===== config.mk =====
export PLATFORM = sky130hd
export DESIGN_NAME = branch_resolve
export DESIGN_NICKNAME = d
export VERILOG_FILES = /design/src/rtl/branch_resolve_pkg.sv /design/src/rtl/branch_resolve_com.sv /design/src/rtl/branch_resolve.sv
export SDC_FILE = /design/constraint.sdc
export NUM_CORES = 1
export LEC_CHECK = 0
export BUFFER_PORTS_ARGS = -buffer_cell sky130_fd_sc_hd__buf_4
export CORE_UTILIZATION = 49
export DETAILED_ROUTE_END_ITERATION = 12
export PLACE_DENSITY_LB_ADDON = 0.15
export SETUP_SLACK_MARGIN = 0.1
export SLEW_MARGIN = 10
export SYNTH_ARGS = -nofsm -noshare
export SYNTH_HDL_FRONTEND = slang
export SYNTH_SLANG_ARGS = --single-unit

===== constraint.sdc =====
create_clock -name clk -period 2 [get_ports clk]
set_input_delay 0.1 -clock clk [delete_from_list [all_inputs] [get_ports clk]]
set_output_delay 0.1 -clock clk [all_outputs]
set_load 0.01 [all_outputs]

===== src/rtl/branch_resolve_pkg.sv =====
// Shared definitions for the branch resolution unit: register width, comparator
// op encodings, request kinds, pipeline state and the registered result payload.
package branch_resolve_pkg;

  localparam int unsigned REG_W = 32;
  localparam int unsigned CNT_W = 32;

  typedef enum logic [2:0] {
    COM_OP_EQ   = 3'd0,
    COM_OP_NE   = 3'd1,
    COM_OP_LT   = 3'd2,
    COM_OP_GE   = 3'd3,
    COM_OP_LTU  = 3'd4,
    COM_OP_GEU  = 3'd5,
    COM_OP_ONE  = 3'd6,
    COM_OP_NONE = 3'd7
  } com_op_e;

  typedef enum logic [1:0] {
    KIND_BRANCH = 2'd0,
    KIND_JAL    = 2'd1,
    KIND_JALR   = 2'd2,
    KIND_RSVD   = 2'd3
  } req_kind_e;

  typedef enum logic {
    ST_EMPTY = 1'b0,
    ST_FULL  = 1'b1
  } state_e;

  typedef struct packed {
    logic             taken;
    logic             misalign;
    logic [REG_W-1:0] target;
    logic [REG_W-1:0] link;
  } rsp_t;

  // Undefined funct3 codes and the reserved kind map to an op that never fires.
  function automatic com_op_e decode_op(input req_kind_e kind, input logic [2:0] funct3);
    com_op_e op;
    op = COM_OP_NONE;
    case (kind)
      KIND_BRANCH: begin
        case (funct3)
          3'b000:  op = COM_OP_EQ;
          3'b001:  op = COM_OP_NE;
          3'b100:  op = COM_OP_LT;
          3'b101:  op = COM_OP_GE;
          3'b110:  op = COM_OP_LTU;
          3'b111:  op = COM_OP_GEU;
          default: op = COM_OP_NONE;
        endcase
      end
      KIND_JAL, KIND_JALR: op = COM_OP_ONE;
      default:             op = COM_OP_NONE;
    endcase
    return op;
  endfunction

endpackage


===== src/rtl/branch_resolve_com.sv =====
// Operand comparator: evaluates one COM_OP_* condition on two register values.
module branch_resolve_com
  import branch_resolve_pkg::*;
#(
  parameter int unsigned W = REG_W
) (
  input  com_op_e      op,
  input  logic [W-1:0] a,
  input  logic [W-1:0] b,
  output logic         result_c
);

  always_comb begin
    result_c = 1'b0;
    case (op)
      COM_OP_EQ:   result_c = (a == b);
      COM_OP_NE:   result_c = (a != b);
      COM_OP_LT:   result_c = ($signed(a) <  $signed(b));
      COM_OP_GE:   result_c = ($signed(a) >= $signed(b));
      COM_OP_LTU:  result_c = (a <  b);
      COM_OP_GEU:  result_c = (a >= b);
      COM_OP_ONE:  result_c = 1'b1;
      default:     result_c = 1'b0;
    endcase
  end

endmodule


===== src/rtl/branch_resolve.sv =====
// One-entry branch/jump resolution stage with valid/ready handshakes and a taken counter.
// Optional feature: define BRANCH_RESOLVE_MISALIGN_EN to flag taken targets with bit 1 set.
module branch_resolve
  import branch_resolve_pkg::*;
#(
  parameter int unsigned XLEN = REG_W
) (
  input  logic             clk,
  input  logic             rst_n,
  input  logic             flush,
  input  logic             req_valid,
  output logic             req_ready,
  input  logic [1:0]       req_kind,
  input  logic [2:0]       req_funct3,
  input  logic [XLEN-1:0]  req_pc,
  input  logic [XLEN-1:0]  req_imm,
  input  logic [XLEN-1:0]  req_rs1,
  input  logic [XLEN-1:0]  req_rs2,
  output logic             rsp_valid,
  input  logic             rsp_ready,
  output logic             rsp_taken,
  output logic [XLEN-1:0]  rsp_target,
  output logic [XLEN-1:0]  rsp_link,
  output logic             rsp_misalign,
  output logic [CNT_W-1:0] taken_cnt
);

  state_e          state;
  state_e          state_nxt;
  rsp_t            rsp_q;
  rsp_t            res_c;
  req_kind_e       kind_c;
  com_op_e         op_c;
  logic            cmp_c;
  logic            accept_c;
  logic            rsp_hs_c;
  logic            load_c;
  logic            cnt_inc_c;
  logic [XLEN-1:0] pc_sum_c;
  logic [XLEN-1:0] rs_sum_c;
  logic [XLEN-1:0] tgt_c;
  logic [CNT_W-1:0] cnt_q;

  assign kind_c = req_kind_e'(req_kind);
  assign op_c   = decode_op(kind_c, req_funct3);

  branch_resolve_com #(.W(XLEN)) u_com (
    .op       (op_c),
    .a        (req_rs1),
    .b        (req_rs2),
    .result_c (cmp_c)
  );

  // Result for the request currently on the bus; JALR targets are halfword aligned.
  always_comb begin
    pc_sum_c = req_pc + req_imm;
    rs_sum_c = req_rs1 + req_imm;
    tgt_c    = pc_sum_c;
    if (kind_c == KIND_JALR) begin
      tgt_c = {rs_sum_c[XLEN-1:1], 1'b0};
    end
    res_c        = '0;
    res_c.taken  = cmp_c;
    res_c.target = REG_W'(tgt_c);
    res_c.link   = REG_W'(req_pc + XLEN'(4));
`ifdef BRANCH_RESOLVE_MISALIGN_EN
    res_c.misalign = cmp_c & tgt_c[1];
`else
    res_c.misalign = 1'b0;
`endif
  end

  // Flush wins over both handshakes: nothing is accepted and the held entry is not counted.
  assign req_ready = !flush && ((state == ST_EMPTY) || rsp_ready);
  assign accept_c  = req_valid && req_ready;
  assign rsp_hs_c  = (state == ST_FULL) && rsp_ready && !flush;
  assign cnt_inc_c = rsp_hs_c && rsp_q.taken && !rsp_q.misalign;

  always_comb begin
    state_nxt = state;
    load_c    = 1'b0;
    if (flush) begin
      state_nxt = ST_EMPTY;
    end else if (accept_c) begin
      state_nxt = ST_FULL;
      load_c    = 1'b1;
    end else if (rsp_hs_c) begin
      state_nxt = ST_EMPTY;
    end
  end

  always_ff @(posedge clk or negedge rst_n) begin
    if (!rst_n) begin
      state <= ST_EMPTY;
      rsp_q <= '0;
      cnt_q <= '0;
    end else begin
      state <= state_nxt;
      if (load_c) begin
        rsp_q <= res_c;
      end
      if (cnt_inc_c) begin
        cnt_q <= cnt_q + CNT_W'(1);
      end
    end
  end

  assign rsp_valid    = (state == ST_FULL);
  assign rsp_taken    = rsp_q.taken;
  assign rsp_misalign = rsp_q.misalign;
  assign rsp_target   = XLEN'(rsp_q.target);
  assign rsp_link     = XLEN'(rsp_q.link);
  assign taken_cnt    = cnt_q;

endmodule


Word-level counts from Yosys, hierarchy flattened
Index checks and enable logic that the tools add are counted.
W data, S select, Z words.

word-level totals
  output and inout bits = 100
  bits of input ports = 138
  register bits after elaboration = 98

operators by class
  mux-type cells = 9
  equality and inequality tests = 15
  order comparisons = 4
  add/sub/neg operators = 4
  reductions and logical operators = 12
  bitwise operators = 1

operators with widths
  kind                     number
  $add A32 B32 Y32         2
  $ge A32 B32 Y1           2
  $lt A32 B32 Y1           2
  $add A32 B1 Y32 const B  1
  $add A32 B3 Y32 const B  1
  $eq A32 B32 Y1           1
  $mux W32                 1
  $ne A32 B32 Y1           1
  $eq A3 B3 Y1 const B     7
  $pmux W3 S6              1
  $pmux W1 S7              1
  $eq A3 B1 Y1 const B     2
  $eq A3 B2 Y1 const B     2
  $logic_not A3 Y1         2
  $pmux W3 S2              1
  $logic_and A1 B1 Y1      5
  $mux W1                  5
  $reduce_bool A3 Y1       1
  $eq A2 B1 Y1 const B     1
  $eq A2 B2 Y1 const B     1
  $logic_not A2 Y1         1
  $reduce_or A2 Y1         1
  $logic_not A1 Y1         1
  $logic_or A1 B1 Y1       1
  $not A1 Y1               1

Depth between registers and ports, before layout
Gate-level depths: netlist of the first run.

  depth in word-level cells = 6
  gate-level depth with buffers = 11
  gate-level depth less buffers = 11

Modules after synthesis
A second synthesis of the first run with hierarchy kept.

unflattened totals
  cells, all modules = 1039
  area total of the unflattened synthesis = 8650.8 um2

by module, submodules not included
  module              area an instance (um2)  cells an instance  times used  seq. area each (um2)
  branch_resolve      7688.6                  904                1           2452.4
  branch_resolve_com  962.2                   135                1           0.0

Worst setup path after synthesis of the first run
OpenSTA, ideal clock, no wires.

  path type = input-to-reg
  from = input req_pc[0]
  to = register rsp_q, in the netlist rsp_target[30]
  arrival = 2557 ps
  buffers on the path = 0
  stages on the path = 11
  required time = 1916 ps
  setup slack = -640 ps
  setup time = 84 ps
  cells stage by stage = ha_1 > inv_1 > fa_1 > nand2b_1 > a21o_1 > a211oi_2 > o21ai_1 > o31a_1 > o31a_1 > or3_1 > a41oi_2

on the way
  longest elaborated chain between the ends = 2

ends and longest elaborated chain
  item                  RTL line               RTL
  from (decl)           branch_resolve.sv:15   input logic [XLEN-1:0] req_pc,
  $add A32 B32 Y32      branch_resolve.sv:56   pc_sum_c = req_pc + req_imm;
  $mux W32              branch_resolve.sv:59   if (kind_c == KIND_JALR) begin
  to (signal assigned)  branch_resolve.sv:100  rsp_q <= res_c;
  to (decl)             branch_resolve.sv:30   rsp_t rsp_q;

No other way between the ends.
A chain may end at the register's enable or synchronous reset.

Final worst setup path of the first run
  from = input req_imm[1]
  to = register rsp_q, in the netlist rsp_target[24]

on the way
  longest elaborated chain between the ends = 2
  elaborated cells between the ends (all ways) = 3

ends and longest elaborated chain
  item                                        RTL line                                    RTL
  from (decl)                                 branch_resolve.sv:16                        input logic [XLEN-1:0] req_imm,
  $add A32 B32 Y32, on equally long branches  branch_resolve.sv:56, branch_resolve.sv:57
  $mux W32 *                                  branch_resolve.sv:59

Every way passes the cells marked *; elsewhere a longest branch is shown, timed or not.

==> results of run 1 <==
## layout make-up
| class | count | area, µm² |
|---|---|---|
| Clock buffer | 9 | 225.2 |
| Timing Repair Buffer | 495 | 3886 |
| Tap cell | 225 | 281.5 |
| Sequential cell | 98 | 2452 |
| Inverter | 55 | 221.5 |
| Fill cell | 1185 | 3443 |
| Clock inverter | 7 | 95.09 |
| Multi-Input combinational cell | 893 | 6812 |
## final timing paths
kind                               start  slack [ns]             end  cells after the start
hold / removal                 req_valid        0.04       rsp_valid                      3
setup / recovery              req_imm[1]       -0.24  rsp_target[24]                     11
min in group asynchronous          rst_n        0.21   taken_cnt[24]                      2
hold reg to reg            taken_cnt[31]        0.48   taken_cnt[31]                      1
max in group asynchronous          rst_n        1.18    rsp_link[21]                      3
setup reg to reg               rsp_taken       -0.15   taken_cnt[30]                      8
## tightest hold or removal path: stages
cell                     delay (ns)
sky130_fd_sc_hd__buf_4         0.11
sky130_fd_sc_hd__nor2_1        0.04
sky130_fd_sc_hd__nor2_1        0.09
## sequential cells by signal, summed over array words and instances, names as in the netlist
name,cells
rsp_taken,1
rsp_valid,1
rsp_link,32
rsp_target,32
taken_cnt,32
## placed cells by master, fill, tap and decap left out, types with 37 or more instances in the layout
| master | instances |
|---|---|
| sky130_fd_sc_hd__buf_4 | 462 |
| sky130_fd_sc_hd__nand2_1 | 130 |
| sky130_fd_sc_hd__dfrtp_1 | 98 |
| sky130_fd_sc_hd__ha_1 | 75 |
| sky130_fd_sc_hd__nor2_1 | 68 |
| sky130_fd_sc_hd__a21oi_1 | 66 |
| sky130_fd_sc_hd__o21ai_0 | 65 |
| sky130_fd_sc_hd__xnor2_1 | 52 |
| sky130_fd_sc_hd__inv_1 | 48 |
| sky130_fd_sc_hd__xor2_1 | 43 |
| sky130_fd_sc_hd__nand4_1 | 37 |
## kinds of logic after synthesis
| group | Yosys count |
|---|---|
| buffers and inverters | 91 |
| flip-flops | 98 |
| AND/OR/NAND/NOR | 386 |
| multiplexers | 15 |
| XOR/XNOR | 100 |
| other | 1 |
| adder cells (fa/ha/maj) | 100 |
| AO/OA/AOI/OAI | 291 |
## report_power, final
| group | switching (mW) | internal, mW |
|---|---|---|
| clock | 0.864 | 1.01 |
| combinational | 1.78 | 1.84 |
| sequential | 0.189 | 2.25 |
## repair_timing
item / in CTS / in global routing
gates resized for setup: 60 / 91
endpoints found under the setup margin: 30 / 35
hold buffers: 3 / 0
pin swaps: 32 / 52
setup buffers: 13 / 14
endpoints found under the hold margin: 29 / 0
## per-stage QoR
stage / util [%] / cells
after global routing: 80.23 / 1782
after CTS: 77.65 / 1773
after global placement: 73.25 / 1741
final: 80.23 / 1782
after floorplan: - / 1082
after detailed placement: 73.25 / 1741
## per-layer routing
layer,share of wire [%],GRT usage [%],routed length [µm]
met2,48,54.03,15030
met3,6.4,4.027,2013
met5,0,0,0
met1,43,43.65,13500
met4,3.3,10.43,1051
==> flow_summary.json, run 1 <==
{
  "run_status": "complete, but fails checks",
  "failing_checks": "negative setup slack",
  "synth.area.mux_share_pct": 1.774,
  "max-clock-path-buffers": 2,
  "critPathKind": "in -> reg",
  "place_ws_ns": -0.6814,
  "total_power_draw_mw": 7.940,
  "path_common_cell": "sky130_fd_sc_hd__a21oi_2",
  "drc_errors": 0,
  "htreeDepth": 3,
  "synth_seq_cells": 98,
  "synth_adder_area_share_pct": 14.36,
  "port-buffer-count": 236,
  "number_of_antenna_violations_at_the_first_check_in_global_routing": 0,
  "cellPowerDensity_mw_per_mm2": 568.2,
  "layout-drive-gt1-share_pct": 41.30,
  "placeableCoreArea_mm2": 0.01742,
  "synth_cell_types": 69,
  "yosys.area_share.simple_pct": 21.01,
  "layout_min_cycle_time_ns": 2.237,
  "timing.hold.ws_ns": 0.04160,
  "timing.critical_path.slowest_stage_cell": "sky130_fd_sc_hd__a2111oi_4",
  "post_synthesis_compound_gate_area_fraction_pct": 21.12,
  "synth_area_per_cell_um2": 8.147,
  "worst_ir_drop_vdd_v": 0.0004245,
  "synthDominantCellAreaShare_pct": 27.82,
  "firstDrtPassIters": 6,
  "clkSinkCount": 98,
  "detailed_route_via_count": 10190,
  "routedWlPerCell_um": 17.73,
  "grt_pass1_wl_um": 47300,
  "finalWirelength_um": 31600,
  "grt.overflow.total": 0,
  "synth.yosys.seq_area_share_pct": 27.82,
  "power_leakage_nw": 6.841,
  "finalCritPeriodShare_pct": 111.9,
  "clk_root_buffer_cell": "sky130_fd_sc_hd__clkbuf_16",
  "asr_flop_ratio_synth_pct": 100.0,
  "worstPathCellList": "buf_8 > inv_6 > fa_2 > nand2b_4 > a2111oi_4 > nor3_2 > a211o_1 > a21oi_2 > a21oi_2 > or4_1 > a41oi_2",
  "worstSkewPairLatency_ns": 0.35,
  "worstPathBufferInverterCount": 2,
  "post_synth_main_area_contributors": "sky130_fd_sc_hd__dfrtp_1 28%, sky130_fd_sc_hd__ha_1 14%, sky130_fd_sc_hd__nand2_1 5.8%",
  "total_die_area_mm2": 0.01853,
  "final.setup_skew_ns": 0.009143,
  "max_freq_ghz": 0.4470,
  "post-route-worst-setup-slack_ns": -0.2372,
  "avgViaCountPerCell": 5.715,
  "worst_setup_end_kind": "flip-flop",
  "mappedNetlistArea_mm2": 0.008815,
  "tritoncts.num_buffers": 9,
  "slowest_delay_ns": 0.42,
  "via_count_of_the_first_global_routing_pass": 9509,
  "worst_setup_hold_path_clk_slew_ns": 0.07,
  "cell_area_after_placement_mm2": 0.01276,
  "final_nets": 1790,
  "placement_rows": 48,
  "final_hold_viol_count": 0,
  "slew_violations": 0,
  "synth_top_family_by_area": "compound AO/OA/AOI/OAI gates",
  "synthesis.yosys.warnings": 0,
  "critPathMaxFanout": 4,
  "synthXorXnorAreaFrac_pct": 9.936,
  "drt_first_iter_violations": 667,
  "die_h_um": 136.1,
  "fin_tns_setup_ns": -2.089,
  "antenna_left": 0,
  "worst_setup_path_start_kind": "input port",
  "synthesis.nets": 1320,
  "crit_family": "compound AO/OA/AOI/OAI gates",
  "grt_use_total_pct": 32.52,
  "synth-edff-count": 0,
  "diodes": 0,
  "tritoncts": "done",
  "cap_viol_max_count": 0,
  "setup_viol": 15,
  "ys.flop_type": "sky130_fd_sc_hd__dfrtp_1",
  "required_ns": 2.27,
  "grt_max_degree": 108,
  "post-synth-top-area-cell": "sky130_fd_sc_hd__dfrtp_1",
  "syn_to_final_growth_pct": 58.52,
  "die-width_um": 136.1,
  "yosysMostFrequentCell": "sky130_fd_sc_hd__nand2_1",
  "final_design_instance_area_without_fill_mm2": 0.01397,
  "setup_repair_after_global_routing_missed_its_margin": "yes",
  "worstHoldPathType": "in -> reg",
  "initial_core_util_pct": 50.61,
  "dpl.hpwl_um": 23920,
  "critical_path_arrival_ns": 2.50,
  "io_pins": 238,
  "cell_types_with_the_highest_counts_after_synthesis": "137 x sky130_fd_sc_hd__nand2_1, 98 x sky130_fd_sc_hd__dfrtp_1, 98 x sky130_fd_sc_hd__ha_1, 80 x sky130_fd_sc_hd__nor2_1, 80 x sky130_fd_sc_hd__o21ai_0",
  "globalplace.congestion": 0.9480,
  "netlist_instances": 1082
}
(Power assumes the default switching activity.)
==> run 2, diff against run 1 <==
- CORE_UTILIZATION: 49 -> 55
- GPL_TIMING_DRIVEN: default -> 0
- RECOVER_POWER: default -> 25
- clock period: 2 -> 2.78 ns (I/O delays scaled with it)
==> flow_summary.json, run 2 (synthesized netlist as in run 1, its figures left out) <==
{
  "max-clock-path-buffers": 2,
  "critPathKind": "in -> reg",
  "tritoncts": "done",
  "avgViaCountPerCell": 5.821,
  "swShare_pct": 36.90,
  "final.setup_skew_ns": 0.01045,
  "drc_errors": 0,
  "slowest_delay_ns": 0.40,
  "net-switching-power_mw": 1.762,
  "clkSinkCount": 98,
  "cellPowerDensity_mw_per_mm2": 435.6,
  "fin_tns_setup_ns": 0,
  "worstHoldPathType": "in -> reg",
  "final_hold_viol_count": 0,
  "hold_depth": 2,
  "worst_ir_drop_vdd_v": 0.0002545,
  "post-route-worst-setup-slack_ns": 0.1684,
  "r2r-start": "rsp_taken",
  "timing.critical_path.slowest_stage_cell": "sky130_fd_sc_hd__or3_1",
  "internal-power_mw": 3.012,
  "slew_violations": 0,
  "final_cell_mix": "167 x sky130_fd_sc_hd__buf_4, 137 x sky130_fd_sc_hd__nand2_1, 103 x sky130_fd_sc_hd__clkbuf_1",
  "io_pins": 238,
  "run_status": "finished clean",
  "finalWirelength_um": 26770,
  "rr_endpoint": "taken_cnt[30]",
  "die_h_um": 128.6,
  "power.share.combinational_pct": 38.2,
  "firstDrtPassIters": 5,
  "required_ns": 3.05,
  "antenna_left": 0,
  "grt_use_total_pct": 31.86,
  "mostFrequentLayoutCell": "sky130_fd_sc_hd__buf_4",
  "syn_to_final_growth_pct": 24.34,
  "worstSkewPairLatency_ns": 0.35,
  "timing.reg2reg.worst_path_depth": 9,
  "worst_pin_slew_ns": 0.8994,
  "initial_core_util_pct": 57.14,
  "htreeDepth": 3,
  "via_count_of_the_first_global_routing_pass": 8341,
  "tritoncts.num_buffers": 9,
  "placed_cells_incl_taps": 1528,
  "critPathMaxFanout": 5,
  "power.sequential.fraction_pct": 36.8,
  "power_leakage_nw": 5.202,
  "crit_family": "compound AO/OA/AOI/OAI gates",
  "total_die_area_mm2": 0.01654,
  "worst_setup_hold_path_clk_slew_ns": 0.07,
  "final_design_instance_area_without_fill_mm2": 0.01096,
  "number_of_antenna_violations_at_the_first_check_in_global_routing": 0,
  "worst_setup_path_start_kind": "input port",
  "finalCritPeriodShare_pct": 93.94,
  "grt.overflow.total": 0,
  "port-buffer-count": 235,
  "fillCellCount": 1371,
  "worst_hold_path.endpoint": "rsp_link[2]",
  "layout-drive-gt1-share_pct": 15.98,
  "place_ws_ns": -0.2601,
  "detailed_route_via_count": 9022,
  "worst-path-stages": 12,
  "seqCellArea_mm2": 0.002452,
  "clk_root_buffer_cell": "sky130_fd_sc_hd__clkbuf_16",
  "setup_viol": 0,
  "worstPathCellList": "buf_4 > ha_2 > inv_1 > fa_2 > nand2b_4 > a21o_1 > a211oi_2 > o21ai_2 > o31a_1 > o31a_1 > or3_1 > a41oi_2",
  "path_common_cell": "sky130_fd_sc_hd__o31a_1",
  "max_freq_ghz": 0.3829,
  "worstPathBufferInverterCount": 2,
  "cap_viol_max_count": 0,
  "max_slew_margin_pct": 40.04,
  "total_power_draw_mw": 4.774,
  "finalCoreUtilization_pct": 71.05,
  "timing.hold.ws_ns": 0.02830,
  "setup_repair_after_global_routing_missed_its_margin": "yes",
  "area_of_the_multi_input_gates_mm2": 0.006062,
  "worst_setup_end_kind": "flip-flop",
  "critical_path_arrival_ns": 2.88,
  "grt_max_degree": 99,
  "cell_area_after_placement_mm2": 0.01084,
  "layout_min_cycle_time_ns": 2.612,
  "drt_first_iter_violations": 527,
  "routedWlPerCell_um": 17.27,
  "grt_pass1_wl_um": 41060,
  "dpl.hpwl_um": 21870,
  "die-width_um": 128.6,
  "placement_rows": 45,
  "fin_cells": 1550,
  "placeableCoreArea_mm2": 0.01543,
  "final_nets": 1573,
  "r2r_slack_ns": 0.27,
  "clock_network_power_share_pct": 25.0,
  "holdCritStartpoint": "req_pc[2]",
  "diodes": 0,
  "globalplace.congestion": 0.9558
}
==> run 2: cell count changes in the layout (fill, tap and decap cells not counted), moves of 7 or more <==
cell	previous run	this run
sky130_fd_sc_hd__nand2_1	130	137
sky130_fd_sc_hd__o21ai_1	10	1
sky130_fd_sc_hd__a21oi_1	66	79
sky130_fd_sc_hd__a21oi_2	13	1
sky130_fd_sc_hd__o21ai_0	65	80
sky130_fd_sc_hd__nor2_4	9	0
sky130_fd_sc_hd__ha_1	75	97
sky130_fd_sc_hd__buf_6	22	1
sky130_fd_sc_hd__clkbuf_1	0	103
sky130_fd_sc_hd__inv_1	48	55
sky130_fd_sc_hd__ha_4	22	0
sky130_fd_sc_hd__buf_4	462	167
sky130_fd_sc_hd__nor2_1	68	80
==> run 2: routing by layer <==
metal	vias up	part of all wire, %	GRT usage, %
met5	-	0	0
met4	0	2.5	10.52
met3	46	8.8	5.156
met2	401	46	53.96
met1	4160	42	41.38
li1	4415	-	-
==> run 2: how the worst max path moves through the flow <==
stage                          start             end  slack (ns)
after floorplan            req_pc[0]  rsp_target[30]        0.10
after global placement    req_imm[0]  rsp_target[30]       -0.25
final                     req_imm[0]  rsp_target[30]        0.17
after CTS                 req_imm[0]  rsp_target[30]        0.15
after global routing       req_pc[2]  rsp_target[21]        0.08
after detailed placement  req_imm[0]  rsp_target[30]       -0.26
==> run 2: cell type report <==
type | instances | share of cell area [%]
buffer | 36 | 1.279
clock buffer | 11 | 2.215
clock inverter | 4 | 0.3196
inverter | 55 | 1.884
multi-input combinational | 893 | 55.31
sequential | 98 | 22.37
tap | 211 | 2.409
timing repair buffer | 242 | 14.21
==> run 2: power groups by stage <==
stage / registers [mW] / logic [mW] / clock network [mW]
2_1_floorplan: 1.85 / 0.997 / 0
3_3_place_gp: 1.78 / 1.88 / 0
3_5_place_dp: 1.79 / 1.92 / 0
4_1_cts: 1.76 / 1.93 / 1.20
5_1_grt: 1.78 / 2.01 / 1.26
6_report: 1.76 / 1.82 / 1.20
==> run 2: repair_timing <==
action                                  4_1_cts  5_1_grt
endpoints found under the hold margin         2       78
resized for setup                             0       10
pin swaps                                     1        8
setup buffers                                 0        4
endpoints found under the setup margin        1        8
hold buffers                                  2        1
==> run 3, diff against run 2 <==
- ABC_AREA: default -> 1
- clock period: 2.78 -> 2.9 ns (I/O delays scaled with it)
==> flow_summary.json, run 3 <==
{
  "crit_family": "simple AND/OR/NAND/NOR gates",
  "mappedNetlistArea_mm2": 0.009534,
  "post-route-worst-setup-slack_ns": 0.6189,
  "grt_pass1_wl_um": 48780,
  "max_slew_margin_pct": 41.09,
  "slew_violations": 0,
  "htreeDepth": 3,
  "worst_pin_slew_ns": 0.8837,
  "cell_types_with_the_highest_counts_after_synthesis": "386 x sky130_fd_sc_hd__nand2_1, 155 x sky130_fd_sc_hd__inv_1, 129 x sky130_fd_sc_hd__a21oi_1, 115 x sky130_fd_sc_hd__nor2_1",
  "drt_first_iter_violations": 660,
  "io_pins": 238,
  "firstDrtPassIters": 5,
  "final_cell_mix": "386 x sky130_fd_sc_hd__nand2_1, 166 x sky130_fd_sc_hd__buf_4, 155 x sky130_fd_sc_hd__inv_1",
  "port-buffer-count": 236,
  "netlist_instances": 1405,
  "via_count_of_the_first_global_routing_pass": 10140,
  "worst_setup_path_start_kind": "input port",
  "run_status": "finished clean",
  "yosysMostFrequentCell": "sky130_fd_sc_hd__nand2_1",
  "die-width_um": 133.7,
  "placement_rows": 47,
  "grt.overflow.total": 0,
  "critical_path_arrival_ns": 2.52,
  "hold_buffers": 1,
  "worstSkewPairLatency_ns": 0.35,
  "synth_area_per_cell_um2": 6.786,
  "globalplace.congestion": 0.9735,
  "avgViaCountPerCell": 5.564,
  "asr_flop_ratio_synth_pct": 100.0,
  "clkSinkCount": 98,
  "antenna_left": 0,
  "timing.hold.ws_ns": 0.005332,
  "worstPathBufferInverterCount": 2,
  "r2r-start": "rsp_taken",
  "number_of_antenna_violations_at_the_first_check_in_global_routing": 0,
  "drc_errors": 0,
  "post_synth_main_area_contributors": "sky130_fd_sc_hd__dfrtp_1 26%, sky130_fd_sc_hd__nand2_1 15%, sky130_fd_sc_hd__ha_1 13%",
  "diodes": 0,
  "finalWirelength_um": 30870,
  "final_hold_viol_count": 0,
  "synthDominantCellAreaShare_pct": 25.72,
  "worst_setup_hold_path_clk_slew_ns": 0.08,
  "worst_ir_drop_vdd_v": 0.0003466,
  "routedWlPerCell_um": 16.43,
  "placeableCoreArea_mm2": 0.01676,
  "fin_tns_setup_ns": 0,
  "synth.yosys.seq_area_share_pct": 25.72,
  "rr_endpoint": "taken_cnt[26]",
  "timing.critical_path.slowest_stage_cell": "sky130_fd_sc_hd__dlygate4sd3_1",
  "post-synth-top-area-cell": "sky130_fd_sc_hd__dfrtp_1",
  "timing.reg2reg.worst_path_depth": 8,
  "mostFrequentLayoutCell": "sky130_fd_sc_hd__nand2_1",
  "synthesis.yosys.warnings": 0,
  "total_die_area_mm2": 0.01787,
  "ys.flop_type": "sky130_fd_sc_hd__dfrtp_1",
  "fin_cells": 1879,
  "layout_min_cycle_time_ns": 2.281,
  "worst_setup_end_kind": "flip-flop",
  "critPathKind": "in -> reg",
  "tritoncts.num_buffers": 9,
  "dpl.hpwl_um": 25850,
  "finalCritPeriodShare_pct": 78.66,
  "tritoncts": "done",
  "critPathMaxFanout": 7,
  "clk_root_buffer_cell": "sky130_fd_sc_hd__clkbuf_16",
  "setup_viol": 0,
  "synth_seq_cells": 98,
  "syn_to_final_growth_pct": 22.15,
  "final.setup_skew_ns": 0.009197,
  "r2r_slack_ns": 0.78,
  "setup_repair_after_global_routing_missed_its_margin": "no",
  "power_leakage_nw": 6.115,
  "synth_cell_types": 56,
  "worst_hold_path.endpoint": "rsp_link[0]",
  "detailed_route_via_count": 10460,
  "post_cts_buffers": 0,
  "worstHoldPathType": "in -> reg",
  "placed_cells_incl_taps": 1861,
  "cell_area_after_placement_mm2": 0.01158,
  "final_nets": 1892,
  "fillCellCount": 1530,
  "worstPathCellList": "dlygate4sd3_1 > buf_4 > nor2_2 > nand3_1 > nor2_2 > nand2_1 > nor3_1 > nand4_1 > nor2_1 > nand2_1 > xor2_1",
  "layout-drive-gt1-share_pct": 13.38,
  "initial_core_util_pct": 56.89,
  "hold_depth": 3,
  "synth-edff-count": 0,
  "required_ns": 3.14,
  "place_ws_ns": 0.3957,
  "holdCritStartpoint": "req_pc[0]",
  "post_cts_resized": 0,
  "cellPowerDensity_mw_per_mm2": 409.5,
  "slowest_delay_ns": 0.54,
  "grt_max_degree": 99,
  "grt_use_total_pct": 34.77,
  "max-clock-path-buffers": 2,
  "max_freq_ghz": 0.4384,
  "cap_viol_max_count": 0,
  "synthesis.nets": 1643,
  "final_design_instance_area_without_fill_mm2": 0.01165,
  "die_h_um": 133.7
}
[run 3: changes by cell type in the layout (fill, tap and decap cells not counted), sizes merged, moves of 18 or more]
cell,change
o21ai,+21
nor2,+43
xnor2,-27
and3,-18
a21oi,+50
clkbuf,-19
nand2,+253
nand3,+51
a21o,-24
inv,+109
[run 3: report_power, final]
group | internal (mW) | switching, mW | total, mW
Sequential | 1.55 | 0.128 | 1.67
Combinational | 0.684 | 1.10 | 1.78
Clock | 0.697 | 0.613 | 1.31
[run 3: final cells by class]
| type | instances | area [µm²] | share of cell area (%) |
|---|---|---|---|
| flip-flops and latches | 98 | 2452 | 21.06 |
| clock inverters | 7 | 95.09 | 0.8165 |
| inverters | 163 | 611.8 | 5.254 |
| plain buffers | 20 | 83.83 | 0.7198 |
| multi-input cells | 1124 | 6374 | 54.73 |
| clock buffers | 9 | 225.2 | 1.934 |
| repair buffers | 238 | 1529 | 13.13 |
| well taps | 220 | 275.3 | 2.364 |
[run 3: logic make-up after synthesis]
kind of cell	Yosys count	synth area share, %
muxes	1	0.1181
other	1	0.03933
DFF	98	25.72
and+or+nand+nor	670	30.91
AOI/OAI and AO/OA	291	16.96
buffers and inverters	183	7.297
xor gates and xnor gates	61	5.683
adders and majority gates	100	13.28
[run 3: worst register-to-register path, cell delays in order, from the launching register on]
cell and delay, ns:
sky130_fd_sc_hd__dfrtp_1 0.39, sky130_fd_sc_hd__nand3_1 0.33, sky130_fd_sc_hd__nor2_2 0.24, sky130_fd_sc_hd__nand2_1 0.14, sky130_fd_sc_hd__nor3_1 0.17, sky130_fd_sc_hd__nand4_1 0.26
sky130_fd_sc_hd__nor2_1 0.24, sky130_fd_sc_hd__nand2_1 0.09, sky130_fd_sc_hd__xor2_1 0.14
[run 3: metrics by stage]
step / total power, mW / utilization, %
global route: 5.051 / 69.49
global placement: 3.530 / 69.10
floorplan: 2.731 / -
detailed placement: 3.576 / 69.10
CTS: 4.880 / 71.07
finish: 4.769 / 69.49
[run 3: per-layer routing]
| metal | wire, µm | up-vias | global-route usage, % |
|---|---|---|---|
| met5 | 0 | - | 0 |
| met4 | 1135 | 0 | 14.14 |
| met3 | 2354 | 77 | 4.490 |
| met2 | 14730 | 460 | 60.79 |
| met1 | 12650 | 4728 | 43.10 |
| li1 | - | 5190 | - |
[run 3: how the worst max path moves through the flow]
stage,from,end,cells after the start
2_1_floorplan,req_pc[0],rsp_target[22],19
4_1_cts,req_pc[0],rsp_target[16],16
5_1_grt,flush,taken_cnt[26],11
3_5_place_dp,req_pc[0],rsp_target[16],16
3_3_place_gp,req_imm[0],rsp_target[16],16
6_report,flush,taken_cnt[26],11
